--- config.mk ---
export PLATFORM = sky130hd
export DESIGN_NAME = agc_fetch_sequencer
export DESIGN_NICKNAME = d
export VERILOG_FILES = /design/src/rtl/agc_fetch_sequencer.sv
export SDC_FILE = /design/constraint.sdc
export NUM_CORES = 1
export LEC_CHECK = 0
export CORE_ASPECT_RATIO = 1.25
export CORE_UTILIZATION = 45
export DETAILED_ROUTE_END_ITERATION = 6
export PLACE_DENSITY = 0.77
export RECOVER_POWER = 50
export SLEW_MARGIN = 20
export SYNTH_ARGS = -nofsm -noshare
export SYNTH_HDL_FRONTEND = slang
export SYNTH_SLANG_ARGS = --single-unit
--- constraint.sdc ---
create_clock -name tp4 -period 2.7 [get_ports tp4]
set_input_delay 0.54 -clock tp4 [delete_from_list [all_inputs] [get_ports tp4]]
set_output_delay 0.54 -clock tp4 [all_outputs]
set_load 0.02 [all_outputs]
--- src/rtl/agc_fetch_sequencer.sv ---
// agc_fetch_sequencer: PC holder and instruction fetcher feeding the decoder over valid/ready
module agc_fetch_sequencer #(
    parameter int ADDR_W = 12,
    parameter int WORD_W = 15,
    parameter logic [ADDR_W-1:0] RESET_PC = 12'o4000,
    parameter logic [WORD_W-1:0] EXTEND_WORD = 15'o00006
) (
    input  logic              tp4,
    input  logic              reset,
    output logic              mem_req,
    output logic [ADDR_W-1:0] mem_addr,
    input  logic              mem_ack,
    input  logic [WORD_W-1:0] mem_data,
    output logic [WORD_W-1:0] instr,
    output logic              instr_valid,
    input  logic              instr_ready,
    output logic              extend,
    input  logic              branch_en,
    input  logic [ADDR_W-1:0] branch_addr,
    output logic [ADDR_W-1:0] pc
);
    localparam logic [1:0] IDLE = 2'd0, REQ = 2'd1, SQUASH = 2'd2, HOLD = 2'd3;
    logic [1:0] state;
    logic [ADDR_W-1:0] pc_inc, hold_next;
    always_comb begin
        pc_inc = pc + ADDR_W'(1);
        hold_next = branch_en ? branch_addr : pc_inc;
        mem_req = (state == REQ) || (state == SQUASH);
        instr_valid = state == HOLD;
    end
    always_ff @(posedge tp4 or posedge reset) begin
        if (reset) begin
            state <= IDLE;
            pc <= RESET_PC;
            mem_addr <= RESET_PC;
            instr <= '0;
            extend <= 1'b0;
        end else begin
            case (state)
                IDLE: begin
                    state <= REQ;
                    mem_addr <= pc;
                end
                REQ: begin
                    if (branch_en) begin
                        pc <= branch_addr;
                        extend <= 1'b0;
                        if (mem_ack) mem_addr <= branch_addr;
                        else state <= SQUASH;
                    end else if (mem_ack && mem_data == EXTEND_WORD) begin
                        extend <= 1'b1;
                        pc <= pc_inc;
                        mem_addr <= pc_inc;
                    end else if (mem_ack) begin
                        instr <= mem_data;
                        state <= HOLD;
                    end
                end
                // the stale read must finish before the redirected one is issued
                SQUASH: begin
                    if (branch_en) begin
                        pc <= branch_addr;
                        extend <= 1'b0;
                    end
                    if (mem_ack) begin
                        mem_addr <= branch_en ? branch_addr : pc;
                        state <= REQ;
                    end
                end
                default: begin
                    if (branch_en || instr_ready) begin
                        pc <= hold_next;
                        mem_addr <= hold_next;
                        extend <= 1'b0;
                        state <= REQ;
                    end
                end
            endcase
        end
    end
endmodule
# Word-level counts from Yosys, hierarchy flattened
# Cells that the tools add are included.
# word_totals
ff_bits,42
inputBits,32
output_inout_bits,42
word_cells,53
# op_classes
n_addsub,1
n_eq_ne,11
muxes,22
bitwise_logic,3
reduce_logical,11
# op_table
op,count
12-bit two-way mux,8
12-bit case mux with 3 select lines,2
15-bit by 3-bit == test with 1-bit output (second input constant),1
12-bit by 1-bit adder with 12-bit output (second input constant),1
2-bit two-way mux,6
3-bit != test (second input constant),4
4-bit AND reduction,3
2-bit case mux with 3 select lines,1
5-bit AND reduction,1
2-bit == test (second input constant),2
1-bit two-way mux,4
2-bit != test (second input constant),2
4-bit nonzero test,1
3-bit by 2-bit != test with 1-bit output (second input constant),1
1-bit NOT,3
1-bit case mux with 3 select lines,1
3-bit AND reduction,1
3-bit nonzero test,1
2-bit by 1-bit == test with 1-bit output (second input constant),1
2-bit zero test,1
1-bit logical OR,2
1-bit logical AND,1

# Depth between registers and ports, before layout
# Gate-level depths: netlist of run 1.
# logic_depth
depth_word,5
ltp_mapped,9

# Worst setup path after synthesis of run 1
# No wires, ideal clock.
# synth_timing
path_type,register -> register
from,reg state[0]
to,reg mem_addr[1]
t_arrival_ps,1958
slack_ps,612
path_stages_with_launch,9
n_path_buf,1
period_less_slack_ps,2088
cell_sequence,dfrtp_1 -> inv_1 -> ha_1 -> or4_1 -> o21ai_0 -> a221oi_4 -> buf_4 -> nor2_1 -> a21oi_1
# synth_via
elab_chain_len,3
# synth_lines
item,line_no,source
"start, declared",23,logic [1:0] state;
"start signal, assigned",33,state <= IDLE;
"start signal, assigned",41,state <= REQ;
"start signal, assigned",49,else state <= SQUASH;
2-bit by 1-bit == test with 1-bit output (tied with other cells),39,case (state)
3-bit by 2-bit != test with 1-bit output (no source line) (tied with other cells),--,
4-bit AND reduction (no source line),--,
"end signal, assigned",42,mem_addr <= pc;
"end signal, assigned",48,if (mem_ack) mem_addr <= branch_addr;
"end signal, assigned",53,mem_addr <= pc_inc;
"end, declared",11,"output logic [ADDR_W-1:0] mem_addr,"
# Parallel ways exist; a longest one is shown, timed or not.
# A chain may end at the register's enable or synchronous reset.

# Worst setup path in the final report of run 1
# Ends and elaborated chain as after synthesis.

==> results of run 1 <==
## synthesized netlist by cell type, types with 2 or more instances
master	count	area, sq um
mux2_2	15	168.9
o21ai_0	16	80.08
and4_1	3	26.28
a22oi_1	6	45.04
o31ai_1	2	15.01
a221oi_1	2	17.52
clkbuf_1	9	33.78
xor2_1	2	17.52
nor3_1	5	25.02
buf_2	5	25.02
nand4_1	3	18.77
dfstp_2	2	52.55
xnor2_1	5	43.79
a222oi_1	4	40.04
a31oi_1	7	43.79
buf_4	2	15.01
dfrtp_1	40	1001
nand2_1	11	41.29
o2bb2ai_1	3	26.28
nor4b_2	2	30.03
a21oi_1	15	75.07
ha_1	5	62.56
nor2b_1	5	31.28
a22o_1	6	52.55
nor2_1	26	97.59
o21ai_2	2	17.52
inv_1	4	15.01
nand3_1	6	30.03
nand2b_1	3	18.77
## layout by cell type, fill, tap and decap left out, drive strengths merged, types with 4 or more instances in the layout
master and count:
mux2 16, nand4 4, a22oi 6, dfrtp 40, dlygate4sd3 22, a21oi 15, nor3 5, clkbuf 7
inv 4, nand2 12, clkdlybuf4s50 51, xnor2 5, nor2 26, buf 6, a22o 6, o21ai 18
nand3 7, a31oi 7, nor2b 5, a222oi 4, ha 5
## worst min path at each step
stage / endpoint / slack (ns) / depth (start not counted)
floorplan: mem_addr[11] / 0.53 / 2
global placement: instr[3] / 0.49 / 1
detailed placement: mem_addr[11] / 0.49 / 2
CTS: mem_addr[11] / 0.51 / 2
global route: instr[7] / 0.52 / 1
finish: instr[10] / 0.50 / 1
## final cells by class
cell class	count	area (sq um)	share of cell area (%)
multi-input cells	176	1264	38.32
repair buffers	80	805.8	24.43
clock inverters	2	10.01	0.3035
flip-flops and latches	42	1054	31.94
clock buffers	6	72.57	2.200
inverters	4	15.01	0.4552
well taps	62	77.57	2.352
## cells by family after synthesis
kind of cell               share of synthesized area (%)
and+or+nand+nor                                    18.43
AOI/OAI and AO/OA                                  21.12
DFF                                                43.58
buffers and inverters                              4.140
muxes                                              7.608
xor gates and xnor gates                           2.536
adders and majority gates                          2.588
## state kept, by name (all words and copies together) (netlist names)
name	count
state	2
mem_addr	12
pc	12
instr	15
extend	1
## worst max-delay path, delay by kind of cell, from the launching register on
| family | cells | cell delay, ns |
|---|---|---|
| fa+ha+maj | 1 | 0.41 |
| simple gates | 1 | 0.10 |
| buf+inv | 3 | 0.51 |
| flops | 1 | 0.43 |
| compound gates | 3 | 0.73 |
## through the flow
step / cell area, sq um / util (%)
6_report: 3298 / 64.47
5_1_grt: 3298 / 64.47
4_1_cts: 3301 / 64.51
3_5_place_dp: 3218 / 62.90
3_3_place_gp: 3218 / 62.90
2_1_floorplan: 2417 / -
## routing by layer
metal	routed length, um	GRT usage, %	vias to the layer above
met5	0	0	-
met4	111	10.06	0
met3	482	7.104	7
met2	2882	36.09	108
met1	2338	26.31	1005
li1	-	-	1034
## report_power, final
group          total, uW  internal [uW]  switching [uW]
Clock                402            180             223
Sequential          1250            959             292
Combinational       2150           1030            1120
==> run summary, run 1 <==
Status: complete, no violations
Resized Gates After CTS: 0
Final setup margin: 0.3928 ns
Setup TNS: 0 ns
CTS sink cnt: 42
Layout cells sized above 1: 14.52%
Synth Cell Area: 2417 sq um
Die Y: 83.95 um
Tmin final: 2.307 ns
Row count: 29
Core ar.: 5116 sq um
Final HPWL from detailed placement: 4197 um
Global placer's final weighted congestion: 0.8743
Crit-path max FO: 24
Fmax: 433.4 MHz
CP arrival: 2.49 ns
Ports: 74
Initial Util: 47.25%
HP Start: instr[10]
# DRC: 0
Max_cap viols: 0
CP startpoint: state[0]
Slew Viols, Final: 0
GRT Util Overall: 22.39%
Worst Max-Slew Pin Slew: 1.066 ns
Worst Setup Start Kind: flip-flop
Non-Filler Instances: 372
Die extent in x: 67.56 um
Post-synth EDFFs: 0
Flops & latches, synth: 42
Syn Area/Cell: 10.11 sq um
IO Port Bufs: 73
Yosys cell types: 52
Hold WC Path Type: flip-flop to flip-flop
Synth Net Count: 276
CP most frequent cell: inv_1
Clk buf depth: 2
Clk root buf: clkbuf_8
Unrepaired setup endpoints after global routing: false
Hold_ws: 0.5027 ns
Setup bufs post-CTS: 0
Vias after detailed routing: 2,154
Fin Clk Skew: 0.007825 ns
CP Capture Point: mem_addr[1]
Wirelength, routed: 5815 um
Post-route ant nets: 0
Largest net degree at the start of global routing: 43
FFs w/ async S/R, synth: 100.0%
Ys Warns: 0
Average via count per standard cell: 5.790
Overall power: 3806 uW
Final critical-path share of the clock period: 85.45%
Reg2reg start: state[0]
Final Hold Fails: 0
Final setup violation count: 0
Number of DRC markers in iteration 0: 190
CP max-delay cell: o21ai_0
Post-synthesis sequential area ratio: 43.58%
Vias in the first global route: 2,111
Placed insts: 364
Initial antenna violation count: 0
Fill cells: 443
Clk slew on worst S/H paths: 0.08 ns
Crit path capture type: flip-flop
Final #Nets: 346
Crit Reg-Reg Endpoint: mem_addr[1]
Area Overhead vs Synth: 36.44%
Die ar.: 5671 sq um
H-tree depth: 2
Reg2reg path depth: 8
Leakage power: 0.001339 uW
Wire per inst: 15.63 um
CTS tree: yes
Pwr Density: 1154 nW/um^2
Pre-CTS setup slack: 0.1124 ns
Worst-case vdd ir drop: 0.6493 mV
Num CTS Buffers: 5
Data required, critical path: 2.88 ns
CP Cell Sequence: inv_1 > ha_1 > inv_1 > o21ai_0 > a221oi_4 > buf_12 > nor2_1 > a21oi_1
Main flop type after synthesis: dfrtp_1
Global-route wire length before repair: 9742 um
N_diodes: 0
R2r setup slk: 0.39 ns
CP Class: flip-flop to flip-flop
Worst-skew pair later-pin latency: 0.30 ns
Overflow after GRT: 0
Drt pass-1 iters: 4
Syn Inst Count: 239
CTS Hold Buffers Added: 0
Relative slew slack: 28.95%
CP peak stage delay: 0.61 ns
(Power assumes the default switching activity.)
==> run 2: changes to the inputs <==
--- a/config.mk
+++ b/config.mk
@@ -5,10 +5,12 @@
 export SDC_FILE = /design/constraint.sdc
 export NUM_CORES = 1
 export LEC_CHECK = 0
+export ABC_AREA = 1
 export CORE_ASPECT_RATIO = 1.25
 export CORE_UTILIZATION = 45
 export DETAILED_ROUTE_END_ITERATION = 6
-export PLACE_DENSITY = 0.77
+export MAX_ROUTING_LAYER = met4
+export PLACE_DENSITY = 0.76
 export RECOVER_POWER = 50
 export SLEW_MARGIN = 20
 export SYNTH_ARGS = -nofsm -noshare
==> run 2 against run 1 <==
Compared with the run above:
- the flow now finishes with violations (DRC)
- die area grew 9.1%
- combinational power grew 7%
- power grew 5.2%
- critical endpoint is now mem_req
==> run summary, run 2 <==
Status: complete, but fails checks (was complete, no violations)
Failing checks: DRC
Post-route design area: 3515 sq um (was 3298 sq um)
Row count: 30 (was 29)
FFs w/ async S/R, synth: 100.0% (unchanged)
Hold_ws: 0.4763 ns (was 0.5027 ns)
Most common cell after layout, fill and taps aside: nand2_1 (was clkdlybuf4s50_1)
Pwr Density: 1139 nW/um^2 (was 1154 nW/um^2)
Post-synth EDFFs: 0 (unchanged)
Drt pass-1 iters: 7 (was 4)
Pint: 2125 uW (was 2173 uW)
Post-route ant nets: 0 (unchanged)
Data required, critical path: 2.16 ns (was 2.88 ns)
Clk slew on worst S/H paths: 0.08 ns (about the same)
Syn Area/Cell: 6.609 sq um (was 10.11 sq um)
Main flop type after synthesis: dfrtp_1 (unchanged)
H-tree depth: 2 (unchanged)
Resized Gates After CTS: 0 (unchanged)
Final HPWL from detailed placement: 5164 um (was 4197 um)
Switching power: 1878 uW (was 1633 uW)
CP Class: flip-flop to output pin (was flip-flop to flip-flop)
Slew Viols, Final: 0 (unchanged)
Num CTS Buffers: 5 (unchanged)
Die ar.: 6187 sq um (was 5671 sq um)
Crit-path max FO: 4 (was 24)
N_diodes: 0 (unchanged)
Syn Inst Count: 400 (was 239)
Worst Max-Slew Pin Slew: 0.8124 ns (was 1.066 ns)
Crit path capture type: output pin (was flip-flop)
Global placer's final weighted congestion: 0.8736 (was 0.8743)
Clk buf depth: 2 (unchanged)
# DRC: 14 (was 0)
Area Overhead vs Synth: 32.94% (was 36.44%)
Area contributors post-synth: dfrtp_1 (38%), nand2_1 (25%), o21ai_0 (5.7%) (was dfrtp_1 (41%), mux2_2 (7.0%), nor2_1 (4.0%))
Layout cells sized above 1: 6.554% (was 14.52%)
Placed Area: 3412 sq um (was 3218 sq um)
Largest net degree at the start of global routing: 26 (was 43)
Average via count per standard cell: 5.179 (was 5.790)
Post-synthesis sequential area ratio: 39.85% (was 43.58%)
CTS sink cnt: 42 (unchanged)
Die extent in x: 70.56 um (was 67.56 um)
Sequential group share of total power: 30.0% (was 32.9%)
Wire per inst: 12.93 um (was 15.63 um)
Relative slew slack: 45.84% (was 28.95%)
Largest registers: instr: 15 flops, mem_addr: 12 flops, pc: 12 flops (unchanged)
Initial antenna violation count: 0 (unchanged)
GRT Util Overall: 25.31% (was 22.39%)
Cell taking the most area after synthesis: dfrtp_1 (unchanged)
Setup TNS: 0 ns (unchanged)
CTS tree: yes (unchanged)
Setup bufs post-CTS: 0 (unchanged)
Ys Warns: 0 (unchanged)
Fmax: 445.0 MHz (was 433.4 MHz)
Final setup violation count: 0 (unchanged)
Flops & latches, synth: 42 (unchanged)
Max reg flops: 15 (unchanged)
Sw frac: 46.92% (was 42.91%)
Global-route wire length before repair: 11,990 um (was 9742 um)
Worst Setup Start Kind: flip-flop (unchanged)
Wirelength, routed: 6941 um (was 5815 um)
Final #Nets: 509 (was 346)
Vias after detailed routing: 2,781 (was 2,154)
Yosys cell types: 24 (was 52)
Initial Util: 47.59% (was 47.25%)
Final Hold Fails: 0 (unchanged)
Vias in the first global route: 2,688 (was 2,111)
CP arrival: 1.71 ns (was 2.49 ns)
Unrepaired setup endpoints after global routing: false (unchanged)
Leakage power: 0.001752 uW (was 0.001339 uW)
Clock Power Share: 12.5% (was 10.6%)
Core ar.: 5555 sq um (was 5116 sq um)
Die Y: 87.70 um (was 83.95 um)
Most frequent cells in the layout: nand2_1 (177), clkdlybuf4s50_1 (52), dfrtp_1 (40) (was clkdlybuf4s50_1 (51), dfrtp_1 (40), nor2_1 (26))
Synth Net Count: 437 (was 276)
Final critical-path share of the clock period: 83.22% (was 85.45%)
Top cell type's share of synthesized area: 37.86% (was 41.41%)
Reg with most FFs: instr (unchanged)
IO Port Bufs: 73 (unchanged)
Max_cap viols: 0 (unchanged)
Synth Cell Area: 2644 sq um (was 2417 sq um)
Hold WC Path Type: flip-flop to flip-flop (unchanged)
Tmin final: 2.247 ns (was 2.307 ns)
Ports: 74 (unchanged)
Fill cells: 533 (was 443)
Most frequent cell after synthesis: nand2_1 (was dfrtp_1)
Number of DRC markers in iteration 0: 255 (was 190)
Worst-case vdd ir drop: 0.6811 mV (was 0.6493 mV)
Overflow after GRT: 0 (unchanged)
Overall power: 4003 uW (was 3806 uW)
Clk root buf: clkbuf_8 (unchanged)
Combinational share of power: 57.5% (was 56.6%)
Commonest cells post-synth: nand2_1 (177), dfrtp_1 (40), nor2_1 (33) (was dfrtp_1 (40), nor2_1 (26), o21ai_0 (16))
CTS Hold Buffers Added: 0 (unchanged)
Worst-skew pair later-pin latency: 0.30 ns (about the same)
Fin Clk Skew: 0.004185 ns (was 0.007825 ns)
==> run 2: cell count changes in the layout (fill, tap and decap cells not counted), moves of 6 or more <==
cell / previous run / this run
a31oi_1: 7 / 0
nand3_1: 6 / 22
mux2_2: 15 / 0
nor2_1: 26 / 33
a22oi_1: 6 / 0
nand2_1: 11 / 177
inv_1: 4 / 31
o21ai_0: 16 / 30
a22o_1: 6 / 0
==> run 2: stage by stage <==
step / setup WS [ns] / cells / utilization, %
2_1_floorplan: 1.114 / 400 / -
4_1_cts: 0.4338 / 537 / 63.40
5_1_grt: 0.3601 / 537 / 63.27
3_3_place_gp: 0.4870 / 529 / 61.42
6_report: 0.4530 / 537 / 63.27
3_5_place_dp: 0.4662 / 529 / 61.42
==> run 2: worst max-delay path, cell delays in order, from the launching register on <==
cell and delay (ns):
dfrtp_1 0.40, inv_1 0.08, ha_1 0.32, clkdlybuf4s50_1 0.61
==> run 2: worst paths after layout <==
path	start	end	slack [ns]	cells past startpoint
min in group asynchronous	reset	mem_addr[2]	0.71	2
setup / recovery	state[0]	mem_req	0.45	3
setup reg to reg	state[0]	mem_addr[4]	0.66	10
hold / removal	mem_addr[11]	mem_addr[11]	0.48	2
hold reg to reg	mem_addr[11]	mem_addr[11]	0.48	2
max in group asynchronous	reset	mem_addr[5]	0.87	3
==> run 2: cells by family (layout without fill, tap and decap cells) <==
kind of cell	count (synthesis)	count (layout)	synth area share [%]
AND/OR/NAND/NOR	247	247	37.86
AO/OA/AOI/OAI	56	56	11.26
buffers and inverters	50	123	8.660
flip-flops	42	42	39.85
adder cells (fa/ha/maj)	5	5	2.366
==> run 2: per-layer routing <==
| metal | wire (um) | up-vias | track usage, % |
|---|---|---|---|
| met3 | 529 | 13 | 4.488 |
| met1 | 2730 | 1243 | 29.89 |
| li1 | - | 1400 | - |
| met4 | 140 | 0 | 8.909 |
| met2 | 3540 | 125 | 43.69 |
| met5 | 0 | - | - |
==> run 2: area by class of cell <==
| cell class | instances | area, sq um | area share (%) |
|---|---|---|---|
| Multi-Input combinational cell | 308 | 1361 | 38.73 |
| Sequential cell | 42 | 1054 | 29.98 |
| Timing Repair Buffer | 80 | 775.7 | 22.07 |
| Inverter | 35 | 133.9 | 3.809 |
| Tap cell | 64 | 80.08 | 2.278 |
| Clock buffer | 6 | 72.57 | 2.065 |
| Clock inverter | 2 | 37.54 | 1.068 |
==> run 2: power groups by stage <==
| stage | clock network [uW] | registers, uW | logic (uW) |
|---|---|---|---|
| 3_5_place_dp | 0 | 1210 | 2360 |
| 3_3_place_gp | 0 | 1220 | 2330 |
| 4_1_cts | 515 | 1210 | 2370 |
| 2_1_floorplan | 0 | 1490 | 1150 |
| 6_report | 501 | 1200 | 2300 |
| 5_1_grt | 542 | 1250 | 2570 |
==> run 3: changes to the inputs <==
==> constraint.sdc (replaced) <==
create_clock -name tp4 -period 2.3 [get_ports tp4]
set_input_delay 0.46 -clock tp4 [delete_from_list [all_inputs] [get_ports tp4]]
set_output_delay 0.46 -clock tp4 [all_outputs]
set_load 0.02 [all_outputs]
==> run 3 against run 2 <==
Compared with the run above:
- the flow still finishes with violations (DRC)
- combinational power rose by 19%
- critical path depth is the same
- flip-flop and latch count stayed put
- clock-buffer cell count unchanged
- clock power increased by 19%
- largest power group unchanged
- sequential share of layout area shrank 0.17 points
- worst hold slack got worse by 0.0045 ns
- final area up 0.57%
- power is 19% higher
- die area unchanged
- worst setup slack worse by 0.34 ns
- global-route usage hardly changed
==> run summary, run 3 (same netlist as run 2, synthesis figures left out) <==
H-tree depth: 2 (unchanged)
Unrepaired setup endpoints after global routing: false (unchanged)
Pwr Density: 1343 nW/um^2 (was 1139 nW/um^2)
Vias after detailed routing: 2,815 (was 2,781)
Most frequent cells in the layout: nand2_1 (179), clkdlybuf4s50_1 (53), dfrtp_1 (40) (was nand2_1 (177), clkdlybuf4s50_1 (52), dfrtp_1 (40))
Vias in the first global route: 2,654 (was 2,688)
Die ar.: 6187 sq um (unchanged)
Combinational share of power: 57.6% (was 57.5%)
Final #Nets: 510 (was 509)
IO Port Bufs: 73 (unchanged)
Worst-case vdd ir drop: 0.7465 mV (was 0.6811 mV)
Leakage power: 0.001768 uW (was 0.001752 uW)
Number of DRC markers in iteration 0: 199 (was 255)
Fin Clk Skew: 0.007411 ns (was 0.004185 ns)
Die extent in x: 70.56 um (unchanged)
Status: complete, but fails checks (unchanged)
Average via count per standard cell: 5.232 (was 5.179)
Crit-path max FO: 4 (unchanged)
Die Y: 87.70 um (unchanged)
Worst Max-Slew Pin Slew: 1.042 ns (was 0.8124 ns)
Drt pass-1 iters: 6 (was 7)
Reg2reg start: state[0] (unchanged)
Fmax: 458.2 MHz
Final setup violation count: 0 (unchanged)
Max_cap viols: 0 (unchanged)
CTS Hold Buffers Added: 0 (unchanged)
Num CTS Buffers: 5 (unchanged)
Worst Setup Start Kind: flip-flop (unchanged)
Sequential group share of total power: 29.9% (was 30.0%)
Placed insts: 530 (was 529)
Final HPWL from detailed placement: 5281 um (was 5164 um)
CTS sink cnt: 42 (unchanged)
Layout cells sized above 1: 6.751% (was 6.554%)
Switching power: 2237 uW (was 1878 uW)
Setup TNS: 0 ns (unchanged)
Hold WC Path Type: flip-flop to flip-flop (unchanged)
Overflow after GRT: 0 (unchanged)
Worst-skew pair later-pin latency: 0.30 ns (about the same)
Largest registers: instr: 15 flops, mem_addr: 12 flops, pc: 12 flops (unchanged)
Tmin final: 2.183 ns
Crit path capture type: output pin (unchanged)
CP Class: flip-flop to output pin (unchanged)
# DRC: 14 (unchanged)
Ports: 74 (unchanged)
Core ar.: 5555 sq um (unchanged)
Initial antenna violation count: 0 (unchanged)
CP arrival: 1.72 ns (was 1.71 ns)
Pre-CTS setup slack: 0.1299 ns (was 0.4662 ns)
Largest net degree at the start of global routing: 43 (was 26)
Relative slew slack: 30.54% (was 45.84%)
N_diodes: 0 (unchanged)
Data required, critical path: 1.84 ns (was 2.16 ns)
Clk buf depth: 2 (unchanged)
Fill cells: 540 (was 533)
Wirelength, routed: 7008 um (was 6941 um)
Initial Util: 47.59% (unchanged)
Global-route wire length before repair: 11,830 um (was 11,990 um)
GRT Util Overall: 25.27% (was 25.31%)
Sw frac: 47.12% (was 46.92%)
Global placer's final weighted congestion: 0.8828 (was 0.8736)
Reg with most FFs: instr (unchanged)
Final Hold Fails: 0 (unchanged)
Slew Viols, Final: 0 (unchanged)
Resized Gates After CTS: 0 (unchanged)
Most common cell after layout, fill and taps aside: nand2_1 (unchanged)
Pint: 2510 uW (was 2125 uW)
Failing checks: DRC (unchanged)
Clk slew on worst S/H paths: 0.08 ns (about the same)
Utilization after layout: 63.63% (was 63.27%)
Final critical-path share of the clock period: 94.90%
Clk root buf: clkbuf_8 (unchanged)
Setup bufs post-CTS: 0 (unchanged)
Area Overhead vs Synth: 33.70% (was 32.94%)
Post-route ant nets: 0 (unchanged)
HP Start: mem_addr[11] (unchanged)
Final setup margin: 0.1174 ns (was 0.4530 ns)
Non-Filler Instances: 538 (was 537)
Max reg flops: 15 (unchanged)
Wire per inst: 13.03 um (was 12.93 um)
Row count: 30 (unchanged)
CTS tree: yes (unchanged)
CP startpoint: state[0] (unchanged)
Clock Power Share: 12.5% (about the same)
## run 3: per-stage QoR
stage	hold slack, ns	power, uW	cell area, sq um
final	0.4718	4747	3535
after global routing	0.4818	5153	3535
after CTS	0.4745	4838	3542
after detailed placement	0.4609	4233	3432
after global placement	0.4639	4171	3432
after floorplan	0.4911	3104	2644
## run 3: area by class of cell
cell class	count	area [sq um]	area share (%)
multi-input combinational	308	1356	38.37
sequential	42	1054	29.81
timing repair buffer	81	800.8	22.65
inverter	35	133.9	3.788
tap	64	80.08	2.265
clock buffer	6	72.57	2.053
clock inverter	2	37.54	1.062
## run 3: worst max-delay path, stage by stage (launching register included)
cell             delay [ns]
dfrtp_1                0.40
inv_1                  0.08
ha_1                   0.32
clkdlybuf4s50_1        0.62
## run 3: power by group through the flow
stage	Combinational, uW	Clock (uW)	Sequential (uW)
4_1_cts	2810	606	1420
6_report	2730	595	1420
2_1_floorplan	1350	0	1750
5_1_grt	3040	636	1470
3_5_place_dp	2800	0	1430
3_3_place_gp	2740	0	1430
## run 3: worst paths after layout
check	depth (start not counted)	slack (ns)	end
setup / recovery	3	0.12	mem_req
hold / removal	2	0.47	mem_addr[11]
setup reg to reg	8	0.37	pc[7]
hold reg to reg	2	0.47	mem_addr[11]
max in group asynchronous	3	0.73	mem_addr[10]
min in group asynchronous	3	0.93	instr[12]
## run 3: per-layer routing
metal  part of all wire, %  track usage, %  up-vias
li1                      -               -     1402
met1                    42           28.45     1297
met2                    49           43.87       96
met3                   6.4           5.639       20
met4                   3.0           10.00        0
met5                     0               -        -
